File: src/rtl/fpu_addsub_arbiter_if.sv
// Request/response bundle between the requesters, the shared FPU add/sub
// unit and the arbiter that schedules them.
interface fpu_addsub_arbiter_if #(
  parameter int NUM_REQ = 4,
  parameter int CNT_W   = 16
);

  // Requester side: per-lane operation offer and one-hot grant back
  logic [NUM_REQ-1:0]    i_req_valid;
  logic [NUM_REQ-1:0]    i_req_op;
  logic [32*NUM_REQ-1:0] i_req_a;
  logic [32*NUM_REQ-1:0] i_req_b;
  logic [NUM_REQ-1:0]    o_req_ready;
  logic                  i_hold;

  // FPU side: operands out, sum/difference back
  logic                  o_fpu_add_sub;
  logic [31:0]           o_fpu_a;
  logic [31:0]           o_fpu_b;
  logic [31:0]           i_fpu_s;

  // Result return and status
  logic [NUM_REQ-1:0]    o_rsp_valid;
  logic [31:0]           o_rsp_data;
  logic                  o_busy;
  logic [CNT_W-1:0]      o_issue_cnt;

  // Arbiter view
  modport slave (
    input  i_req_valid, i_req_op, i_req_a, i_req_b, i_hold, i_fpu_s,
    output o_req_ready, o_fpu_add_sub, o_fpu_a, o_fpu_b,
           o_rsp_valid, o_rsp_data, o_busy, o_issue_cnt
  );

  // Requester/FPU environment view
  modport master (
    output i_req_valid, i_req_op, i_req_a, i_req_b, i_hold, i_fpu_s,
    input  o_req_ready, o_fpu_add_sub, o_fpu_a, o_fpu_b,
           o_rsp_valid, o_rsp_data, o_busy, o_issue_cnt
  );

endinterface

File: src/rtl/fpu_addsub_arbiter.sv
// Round-robin scheduler sharing one pipelined FPU add/sub unit between
// NUM_REQ requesters. At most one operation is issued per cycle; a tag
// pipeline as deep as the FPU latency remembers who issued each operation
// so the result can be strobed back to its originator.
module fpu_addsub_arbiter #(
  parameter int NUM_REQ = 4,
  parameter int FPU_LAT = 2,
  parameter int CNT_W   = 16
) (
  input  logic                 i_clk,
  input  logic                 i_rst_n,
  fpu_addsub_arbiter_if.slave  bus
);

  localparam int IDX_W = (NUM_REQ > 1) ? $clog2(NUM_REQ) : 1;
  localparam logic [IDX_W-1:0] LAST_IDX = IDX_W'(NUM_REQ - 1);

  // Unpacked per-requester operand views
  logic [31:0] req_a_arr [NUM_REQ];
  logic [31:0] req_b_arr [NUM_REQ];

  // Arbitration state and decisions
  logic [IDX_W-1:0]   ptr_reg;
  logic [IDX_W-1:0]   ptr_next;
  logic [IDX_W-1:0]   grant_idx;
  logic [IDX_W-1:0]   cand_sel;
  logic               grant_found;
  logic               issue_en;
  logic [NUM_REQ-1:0] grant_onehot;
  int                 cand_idx;

  // In-flight tracking
  logic [FPU_LAT-1:0] tag_vld_reg;
  logic [IDX_W-1:0]   tag_id_reg [FPU_LAT];
  logic [CNT_W-1:0]   issue_cnt_reg;
  logic [NUM_REQ-1:0] rsp_onehot;

  genvar gi;

  generate
    for (gi = 0; gi < NUM_REQ; gi++) begin : g_unpack
      assign req_a_arr[gi] = bus.i_req_a[32*gi +: 32];
      assign req_b_arr[gi] = bus.i_req_b[32*gi +: 32];
    end
  endgenerate

  // Rotating priority search: first valid requester at or after the pointer
  always_comb begin
    grant_found = 1'b0;
    grant_idx   = '0;
    cand_idx    = 0;
    cand_sel    = '0;
    for (int k = 0; k < NUM_REQ; k++) begin
      cand_idx = int'(ptr_reg) + k;
      if (cand_idx >= NUM_REQ) begin
        cand_idx = cand_idx - NUM_REQ;
      end
      cand_sel = cand_idx[IDX_W-1:0];
      if (!grant_found && bus.i_req_valid[cand_sel]) begin
        grant_found = 1'b1;
        grant_idx   = cand_sel;
      end
    end
  end

  // No grant is offered while in reset or stalled by hold
  assign issue_en = i_rst_n & ~bus.i_hold & grant_found;

  // One-hot grant and wrap-around successor of the granted index
  always_comb begin
    grant_onehot = '0;
    if (issue_en) begin
      grant_onehot[grant_idx] = 1'b1;
    end
    ptr_next = (grant_idx == LAST_IDX) ? '0 : grant_idx + 1'b1;
  end

  assign bus.o_req_ready = grant_onehot;

  // Operand mux to the FPU; idle slots present zeros
  always_comb begin
    bus.o_fpu_a       = '0;
    bus.o_fpu_b       = '0;
    bus.o_fpu_add_sub = 1'b0;
    if (issue_en) begin
      bus.o_fpu_a       = req_a_arr[grant_idx];
      bus.o_fpu_b       = req_b_arr[grant_idx];
      bus.o_fpu_add_sub = bus.i_req_op[grant_idx];
    end
  end

  // Pointer advances past the winner only when an operation is accepted
  always_ff @(posedge i_clk or negedge i_rst_n) begin
    if (!i_rst_n) begin
      ptr_reg <= '0;
    end else if (issue_en) begin
      ptr_reg <= ptr_next;
    end
  end

  // Count of accepted operations, free-running wrap
  always_ff @(posedge i_clk or negedge i_rst_n) begin
    if (!i_rst_n) begin
      issue_cnt_reg <= '0;
    end else if (issue_en) begin
      issue_cnt_reg <= issue_cnt_reg + CNT_W'(1);
    end
  end

  // Tag pipeline mirrors the FPU latency and never stalls
  always_ff @(posedge i_clk or negedge i_rst_n) begin
    if (!i_rst_n) begin
      for (int s = 0; s < FPU_LAT; s++) begin
        tag_vld_reg[s] <= 1'b0;
        tag_id_reg[s]  <= '0;
      end
    end else begin
      tag_vld_reg[0] <= issue_en;
      tag_id_reg[0]  <= grant_idx;
      for (int s = 1; s < FPU_LAT; s++) begin
        tag_vld_reg[s] <= tag_vld_reg[s-1];
        tag_id_reg[s]  <= tag_id_reg[s-1];
      end
    end
  end

  // Route the FPU result to the requester named by the oldest tag
  always_comb begin
    rsp_onehot = '0;
    if (tag_vld_reg[FPU_LAT-1]) begin
      rsp_onehot[tag_id_reg[FPU_LAT-1]] = 1'b1;
    end
  end

  assign bus.o_rsp_valid = rsp_onehot;
  // Result data is forced to zero in slots that carry no tagged operation
  assign bus.o_rsp_data  = tag_vld_reg[FPU_LAT-1] ? bus.i_fpu_s : 32'h0;
  assign bus.o_busy      = |tag_vld_reg;
  assign bus.o_issue_cnt = issue_cnt_reg;

endmodule

File: src/flat_wrapper.sv
// flat-port wrapper written by rule: the top's interface ports become plain ports
module fpu_addsub_arbiter_flat 
#(
  parameter int NUM_REQ = 4,
  parameter int FPU_LAT = 2,
  parameter int CNT_W   = 16
)
  (i_clk, i_rst_n, bus_i_req_valid, bus_i_req_op, bus_i_req_a, bus_i_req_b, bus_i_hold, bus_i_fpu_s, bus_o_req_ready, bus_o_fpu_add_sub, bus_o_fpu_a, bus_o_fpu_b, bus_o_rsp_valid, bus_o_rsp_data, bus_o_busy, bus_o_issue_cnt);
  fpu_addsub_arbiter_if #(.NUM_REQ(NUM_REQ), .CNT_W(CNT_W)) bus_i ();
  input  logic i_clk;
  input  logic i_rst_n;
  input wire logic [$bits(bus_i.i_req_valid)-1:0] bus_i_req_valid;
  input wire logic [$bits(bus_i.i_req_op)-1:0] bus_i_req_op;
  input wire logic [$bits(bus_i.i_req_a)-1:0] bus_i_req_a;
  input wire logic [$bits(bus_i.i_req_b)-1:0] bus_i_req_b;
  input wire logic [$bits(bus_i.i_hold)-1:0] bus_i_hold;
  input wire logic [$bits(bus_i.i_fpu_s)-1:0] bus_i_fpu_s;
  output wire logic [$bits(bus_i.o_req_ready)-1:0] bus_o_req_ready;
  output wire logic [$bits(bus_i.o_fpu_add_sub)-1:0] bus_o_fpu_add_sub;
  output wire logic [$bits(bus_i.o_fpu_a)-1:0] bus_o_fpu_a;
  output wire logic [$bits(bus_i.o_fpu_b)-1:0] bus_o_fpu_b;
  output wire logic [$bits(bus_i.o_rsp_valid)-1:0] bus_o_rsp_valid;
  output wire logic [$bits(bus_i.o_rsp_data)-1:0] bus_o_rsp_data;
  output wire logic [$bits(bus_i.o_busy)-1:0] bus_o_busy;
  output wire logic [$bits(bus_i.o_issue_cnt)-1:0] bus_o_issue_cnt;
  assign bus_i.i_req_valid = bus_i_req_valid;
  assign bus_i.i_req_op = bus_i_req_op;
  assign bus_i.i_req_a = bus_i_req_a;
  assign bus_i.i_req_b = bus_i_req_b;
  assign bus_i.i_hold = bus_i_hold;
  assign bus_i.i_fpu_s = bus_i_fpu_s;
  assign bus_o_req_ready = bus_i.o_req_ready;
  assign bus_o_fpu_add_sub = bus_i.o_fpu_add_sub;
  assign bus_o_fpu_a = bus_i.o_fpu_a;
  assign bus_o_fpu_b = bus_i.o_fpu_b;
  assign bus_o_rsp_valid = bus_i.o_rsp_valid;
  assign bus_o_rsp_data = bus_i.o_rsp_data;
  assign bus_o_busy = bus_i.o_busy;
  assign bus_o_issue_cnt = bus_i.o_issue_cnt;
  fpu_addsub_arbiter #(.NUM_REQ(NUM_REQ), .FPU_LAT(FPU_LAT), .CNT_W(CNT_W)) u_core (.i_clk(i_clk), .i_rst_n(i_rst_n), .bus(bus_i));
endmodule
File: config.mk
export PLATFORM = sky130hd
export DESIGN_NAME = fpu_addsub_arbiter_flat
export DESIGN_NICKNAME = d
export VERILOG_FILES = /design/src/rtl/fpu_addsub_arbiter_if.sv /design/src/rtl/fpu_addsub_arbiter.sv /design/src/flat_wrapper.sv
export SDC_FILE = /design/constraint.sdc
export NUM_CORES = 1
export LEC_CHECK = 0
export CAP_MARGIN = 20
export CORE_AREA = 2 2 162 164
export CTS_CLUSTER_SIZE = 40
export DETAILED_ROUTE_END_ITERATION = 10
export DIE_AREA = 0 0 164 166
export GPL_TIMING_DRIVEN = 0
export PLACE_DENSITY = 0.48
export REMOVE_ABC_BUFFERS = 1
export SLEW_MARGIN = 20
export SYNTH_ARGS = -nofsm -noshare
export SYNTH_HDL_FRONTEND = slang
export SYNTH_SLANG_ARGS = --single-unit
File: constraint.sdc
create_clock -name i_clk -period 4.65 [get_ports i_clk]
set_input_delay 0.93 -clock i_clk [delete_from_list [all_inputs] [get_ports i_clk]]
set_output_delay 0.93 -clock i_clk [all_outputs]
set_load 0.01 [all_outputs]
[After elaboration in Yosys (flattened, before gate mapping)]
Cells that the tools add are included.
Cells by class
  $add $sub $neg: 9
  $lt $le $gt $ge: 13
  equal/unequal tests: 1
  muxes and demuxes: 39
  bitwise operators: 4
  reduce and logical (&&, ||, !) cells: 9
Operators by type and width (count)
  two-way mux 32 bit: 7
  binary-select mux 32 bit (select 2 bit): 2
  < comparator 2 x 3 -> 1 bit (second input constant): 6
  two-way mux 2 bit: 9
  adder 16 x 1 -> 16 bit (second input constant): 1
  >= comparator 3 bit (second input constant): 4
  two-way mux 1 bit: 12
  binary-select mux 1 bit (select 2 bit): 5
  two-way mux 4 bit: 2
  subtractor 2 x 1 -> 2 bit (second input constant): 4
  adder 2 x 2 -> 3 bit (second input constant): 2
  logical AND 1 bit: 5
  demux 1 bit (select 2 bit): 2
  >= comparator 2 x 1 -> 1 bit (second input constant): 2
  adder 2 x 1 -> 3 bit (second input constant): 1
  >= comparator 2 x 3 -> 1 bit (second input constant): 1
  zero test 1 bit: 3
  inverter 2 -> 3 bit: 1
  adder 2 x 1 -> 2 bit (second input constant): 1
  bitwise AND 1 bit: 2
  == test 2 bit (second input constant): 1
  OR reduction 2 bit: 1
  inverter 1 bit: 1
Word-level totals
  register bits after elaboration: 24
  input port bits: 299
  output and inout bits: 122
  word-level logic and storage cells: 80

[Logic depth before layout (Yosys ltp)]
  depth in word-level cells: 19
  mapped depth: 9
  depth with buffers taken out: 6

[Least setup slack after synthesis]
Ideal clock, no wire load.
  kind: input -> output
  from: input port bus_i_req_valid[3]
  to: output port bus_o_fpu_a[10]
  arrival time: 2.051 ns
  path slack: 1.669 ns
  stages: 7
  buffers on the path: 2
  cells stage by stage: inv_1 and3_1 nor3_4 nand2_1 buf_2 buf_2 o22ai_1
Between the ends
  longest elaborated chain between the ends: 17
  elaborated cells on any way between the ends: 28
  those cells by class: mux: 20; bitwise: 2; reduce/logical: 6
Ends and longest elaborated chain
  start: declaration: line flat_wrapper.sv:12  | input wire logic [$bits(bus_i.i_req_valid)-1:0] bus_i_req_valid;
  binary-select mux 1 bit (select 2 bit): line fpu_addsub_arbiter.sv:59  | if (!grant_found && bus.i_req_valid[cand_sel]) begin
  two-way mux 1 bit (not written as such): line fpu_addsub_arbiter.sv:59
  two-way mux 1 bit: line fpu_addsub_arbiter.sv:59
  zero test 1 bit: line fpu_addsub_arbiter.sv:59
  logical AND 1 bit: line fpu_addsub_arbiter.sv:59
  two-way mux 1 bit: line fpu_addsub_arbiter.sv:59
  zero test 1 bit: line fpu_addsub_arbiter.sv:59
  logical AND 1 bit: line fpu_addsub_arbiter.sv:59
  two-way mux 1 bit: line fpu_addsub_arbiter.sv:59
  zero test 1 bit: line fpu_addsub_arbiter.sv:59
  logical AND 1 bit: line fpu_addsub_arbiter.sv:59
  two-way mux 2 bit (*): line fpu_addsub_arbiter.sv:59
  via u_core.grant_idx[0]: line fpu_addsub_arbiter.sv:25  | logic [IDX_W-1:0] grant_idx;
  inverter 2 -> 3 bit (not written as such) (*): line fpu_addsub_arbiter.sv:86  | bus.o_fpu_a = req_a_arr[grant_idx];
  binary-select mux 32 bit (select 2 bit) (*): line fpu_addsub_arbiter.sv:86
  two-way mux 32 bit (not written as such) (*) (2 in series): line fpu_addsub_arbiter.sv:86
  two-way mux 32 bit (*): line fpu_addsub_arbiter.sv:85  | if (issue_en) begin
  end: declaration: line flat_wrapper.sv:20  | output wire logic [$bits(bus_i.o_fpu_a)-1:0] bus_o_fpu_a;
Mark *: on every way through the listed nets, which the timed path passes. The rest lies on a longest branch. The select of a mux whose other input is x is not followed.

[Worst setup path in the final report]
  from: input port bus_i_req_valid[0]
  to: output port bus_o_fpu_a[27]
Between the ends
  longest elaborated chain between the ends: 17
  elaborated cells on any way between the ends: 28
  those cells by class: mux: 20; bitwise: 2; reduce/logical: 6
Ends and longest elaborated chain (line)
  binary-select mux 1 bit (select 2 bit): fpu_addsub_arbiter.sv:59
  two-way mux 1 bit (not written as such): fpu_addsub_arbiter.sv:59
  two-way mux 1 bit: fpu_addsub_arbiter.sv:59
  zero test 1 bit: fpu_addsub_arbiter.sv:59
  logical AND 1 bit: fpu_addsub_arbiter.sv:59
  two-way mux 1 bit: fpu_addsub_arbiter.sv:59
  zero test 1 bit: fpu_addsub_arbiter.sv:59
  logical AND 1 bit: fpu_addsub_arbiter.sv:59
  two-way mux 1 bit: fpu_addsub_arbiter.sv:59
  zero test 1 bit: fpu_addsub_arbiter.sv:59
  logical AND 1 bit: fpu_addsub_arbiter.sv:59
  two-way mux 2 bit: fpu_addsub_arbiter.sv:59
  inverter 2 -> 3 bit (not written as such): fpu_addsub_arbiter.sv:86
  binary-select mux 32 bit (select 2 bit): fpu_addsub_arbiter.sv:86
  two-way mux 32 bit (not written as such) (2 in series): fpu_addsub_arbiter.sv:86
  two-way mux 32 bit (*): fpu_addsub_arbiter.sv:85
Every way passes the cells marked *; elsewhere a longest branch is shown, timed or not. The select of a mux whose other input is x is not followed.

==> results.sh <==
export IMPL_status="completed"
export IMPL_layout_nets=1061
export IMPL_synth_flop_cell="dfrtp_1"
export IMPL_wl_per_cell_um=17.0
export IMPL_htreeDepth=1
export IMPL_ys_types=35
export IMPL_maxCapViolCount=0
export IMPL_clkSinkCount=24
export IMPL_synth_edf_count=0
export IMPL_synth_area_sq_um=3360
export IMPL_numCtsBuffers=3
export IMPL_cpPeakStageDelay_ns=0.61
export IMPL_coreArea_sq_um=25600
export IMPL_dp_hpwl_um=15400
export IMPL_grt_max_degree=41
export IMPL_wl_um=18600
export IMPL_initial_core_util_pct=13.1
export IMPL_vias=4293
export IMPL_start_kind="input port"
export IMPL_die_area_sq_um=27200
export IMPL_io_pins=421
export IMPL_rsz0062_at_grt="false"
export IMPL_fp_dieW_um=164
export IMPL_fill_cells=2719
export IMPL_crit_end="bus_o_fpu_a[27]"
export IMPL_path_clk_slew_ns=0.06
export IMPL_rrSetupSlack_ns=2.66
export IMPL_synth_top_area_cell="mux2i_1"
export IMPL_grt_overflow_total=0
export IMPL_criticalPathCategory="in -> out"
export IMPL_clock_latency_ns=0.26
export IMPL_hold_viol=0
export IMPL_power_leakage_uw=0.00316
export IMPL_stdcell_count=1092
export IMPL_synth_area_per_cell_sq_um=9.38
export IMPL_largest_reg_flops=16
export IMPL_area_growth_pct=137
export IMPL_ys_ff_latch=24
export IMPL_cp_end_kind="primary output"
export IMPL_ys_async_sr_fraction_pct=100
export IMPL_setup_tns_ns=0
export IMPL_clockBufferDepth=2
export IMPL_grt_usage_pct=12.5
export IMPL_firstDrtPassIters=4
export IMPL_relSlewSlack_pct=50.6
export IMPL_setup_violations=0
export IMPL_synth_top_cell_area_share_pct=39.0
export IMPL_cp_startpoint="bus_i_req_valid[0]"
export IMPL_fin_crit_sh_pct=98.0
export IMPL_gp_congestion=0.751
export IMPL_fin_skew_ns=0.00200
export IMPL_critPathRequiredTime_ns=3.72
export IMPL_reg2reg_depth=6
export IMPL_viasPerCell=3.93
export IMPL_cp_slowest_cell="clkdlybuf4s50_1"
export IMPL_synth_most_common_cell="mux2i_1"
export IMPL_path_max_fanout=37
export IMPL_cts_hold_buf=0
export IMPL_yosysSeqAreaShare_pct=17.9
export IMPL_num_rows=59
export IMPL_synthCells=358
export IMPL_cts_tree="built"
export IMPL_ir_drop_uv=121
export IMPL_cp_arrival_ns=3.62
export IMPL_cp_cell_sequence="clkdlybuf4s50_1 -> a21oi_2 -> o21ai_2 -> o2bb2a_4 -> buf_16 -> buf_16 -> mux2i_1 -> o22ai_1 -> clkdlybuf4s50_1"
export IMPL_antenna_found_initial=1
export IMPL_synth_common_cells="mux2i_1, o22ai_1, and2_1, dfrtp_1, buf_2"
export IMPL_drt_iter0_drc=71
export IMPL_drc_errors=0
export IMPL_drv_slew=0
export IMPL_portBuffers=420
export IMPL_drive_above_1_share_pct=3.31
export IMPL_grt_first_pass_wirelength_um=26300
export IMPL_synthTopCellsByArea="mux2i_1, dfrtp_1, o22ai_1"
export IMPL_min_path_type="reg -> reg"
export IMPL_die_h_um=166
export IMPL_r2r_end="u_core.ptr_reg[1]"
export IMPL_power_density_nw_per_um2=240
export IMPL_grt_pass1_vias=4368
export IMPL_yosys_warnings=0
export IMPL_period_needed_ns=4.55
export IMPL_dp_cells=1084
export IMPL_timing_fmax_ghz=0.220
export IMPL_hold_depth=0
export IMPL_rr_startpoint="u_core.ptr_reg[1]"
export IMPL_drtAntennaViolNets=0
export IMPL_cts_root_buf="clkbuf_16"
export IMPL_tightest_slew_ns=0.740
metrics by stage:
| step | hold slack, ns | util, % | area (sq um) | power (uW) | worst slack (ns) |
|---|---|---|---|---|---|
| 2_1_floorplan | 0.331 | - | 3040 | 1010 | 0.510 |
| 3_3_place_gp | 0.333 | 29.9 | 7670 | 1690 | -3.08 |
| 3_5_place_dp | 0.336 | 30.4 | 7800 | 1700 | -0.521 |
| 4_1_cts | 0.350 | 30.9 | 7930 | 1930 | 0.0726 |
| 5_1_grt | 0.358 | 31.0 | 7950 | 2030 | 0.0169 |
| 6_report | 0.347 | 31.0 | 7950 | 1910 | 0.0952 |
cell usage in the layout, fill, tap and decap left out, drive strengths merged:
cell,count
nand2,8
clkdlybuf4s50,418
diode,1
nor3,1
clkbuf,4
buf,8
nor3b,2
inv,4
and4,3
nand2b,1
o22ai,65
or2,2
mux2i,131
nor2,4
o21ai,2
ha,5
a21oi,3
mux2,2
nand3,5
nor4,1
nand4,3
xnor2,11
o2bb2a,2
xor2,4
dlymetal6s2s,1
and2,37
and3b,1
dfrtp,24
and3,4
worst max-delay path: cells and delay by family:
family,cells,cell delay (ns)
buffers and inverters,4,1.60
AOI/OAI and AO/OA,4,0.83
muxes,1,0.19
cells by family (layout without fill, tap and decap cells):
logic type                 after synthesis  in the layout  share of synthesized area (%)
AOI/OAI and AO/OA                       71             72                           13.7
xor gates and xnor gates                15             15                           3.91
adders and majority gates                5              5                           1.86
buffers and inverters                   38            435                           9.80
DFF                                     24             24                           17.9
muxes                                  133            133                           39.7
other                                    0              1                              0
and+or+nand+nor                         72             72                           13.2
final cells by class:
class | instances | area [sq um] | share of cell area [%]
well taps | 335 | 419 | 5.27
multi-input cells | 297 | 2480 | 31.2
flip-flops and latches | 24 | 601 | 7.56
inverters | 4 | 15.0 | 0.189
diodes | 1 | 2.50 | 0.0315
clock buffers | 4 | 88.8 | 1.12
repair buffers | 427 | 4340 | 54.6
per-layer routing:
layer  wire length, um  GRT usage [%]  part of all wire [%]
met5                13              0                 0.070
met2              9800           24.5                    53
met4               135           1.18                  0.73
met1              6830           13.5                    37
met3              1780           3.65                   9.6
repair_timing:
item,in CTS,in global routing
buffers inserted,2,0
pin swaps,2,0
setup endpoints to repair,65,4
gates cloned,1,0
gates resized for setup,2,3
worst min-delay path by stage:
stage,endpoint,start,slack [ns]
6_report,u_core.tag_id_reg[0],u_core.tag_id_reg[2],0.35
4_1_cts,u_core.tag_id_reg[0],u_core.tag_id_reg[2],0.35
2_1_floorplan,u_core.tag_id_reg[0],u_core.tag_id_reg[2],0.33
3_3_place_gp,u_core.tag_id_reg[0],u_core.tag_id_reg[2],0.33
3_5_place_dp,u_core.tag_id_reg[0],u_core.tag_id_reg[2],0.34
5_1_grt,u_core.tag_id_reg[0],u_core.tag_id_reg[2],0.36
where the power goes:
part | total (uW) | switching [uW] | leakage, uW | internal (uW)
Clock | 205 | 73.3 | 0.0000442 | 131
Combinational | 1400 | 588 | 0.00280 | 807
Sequential | 310 | 57.5 | 0.000312 | 252
Note: power is estimated with default switching activity, not from simulation.
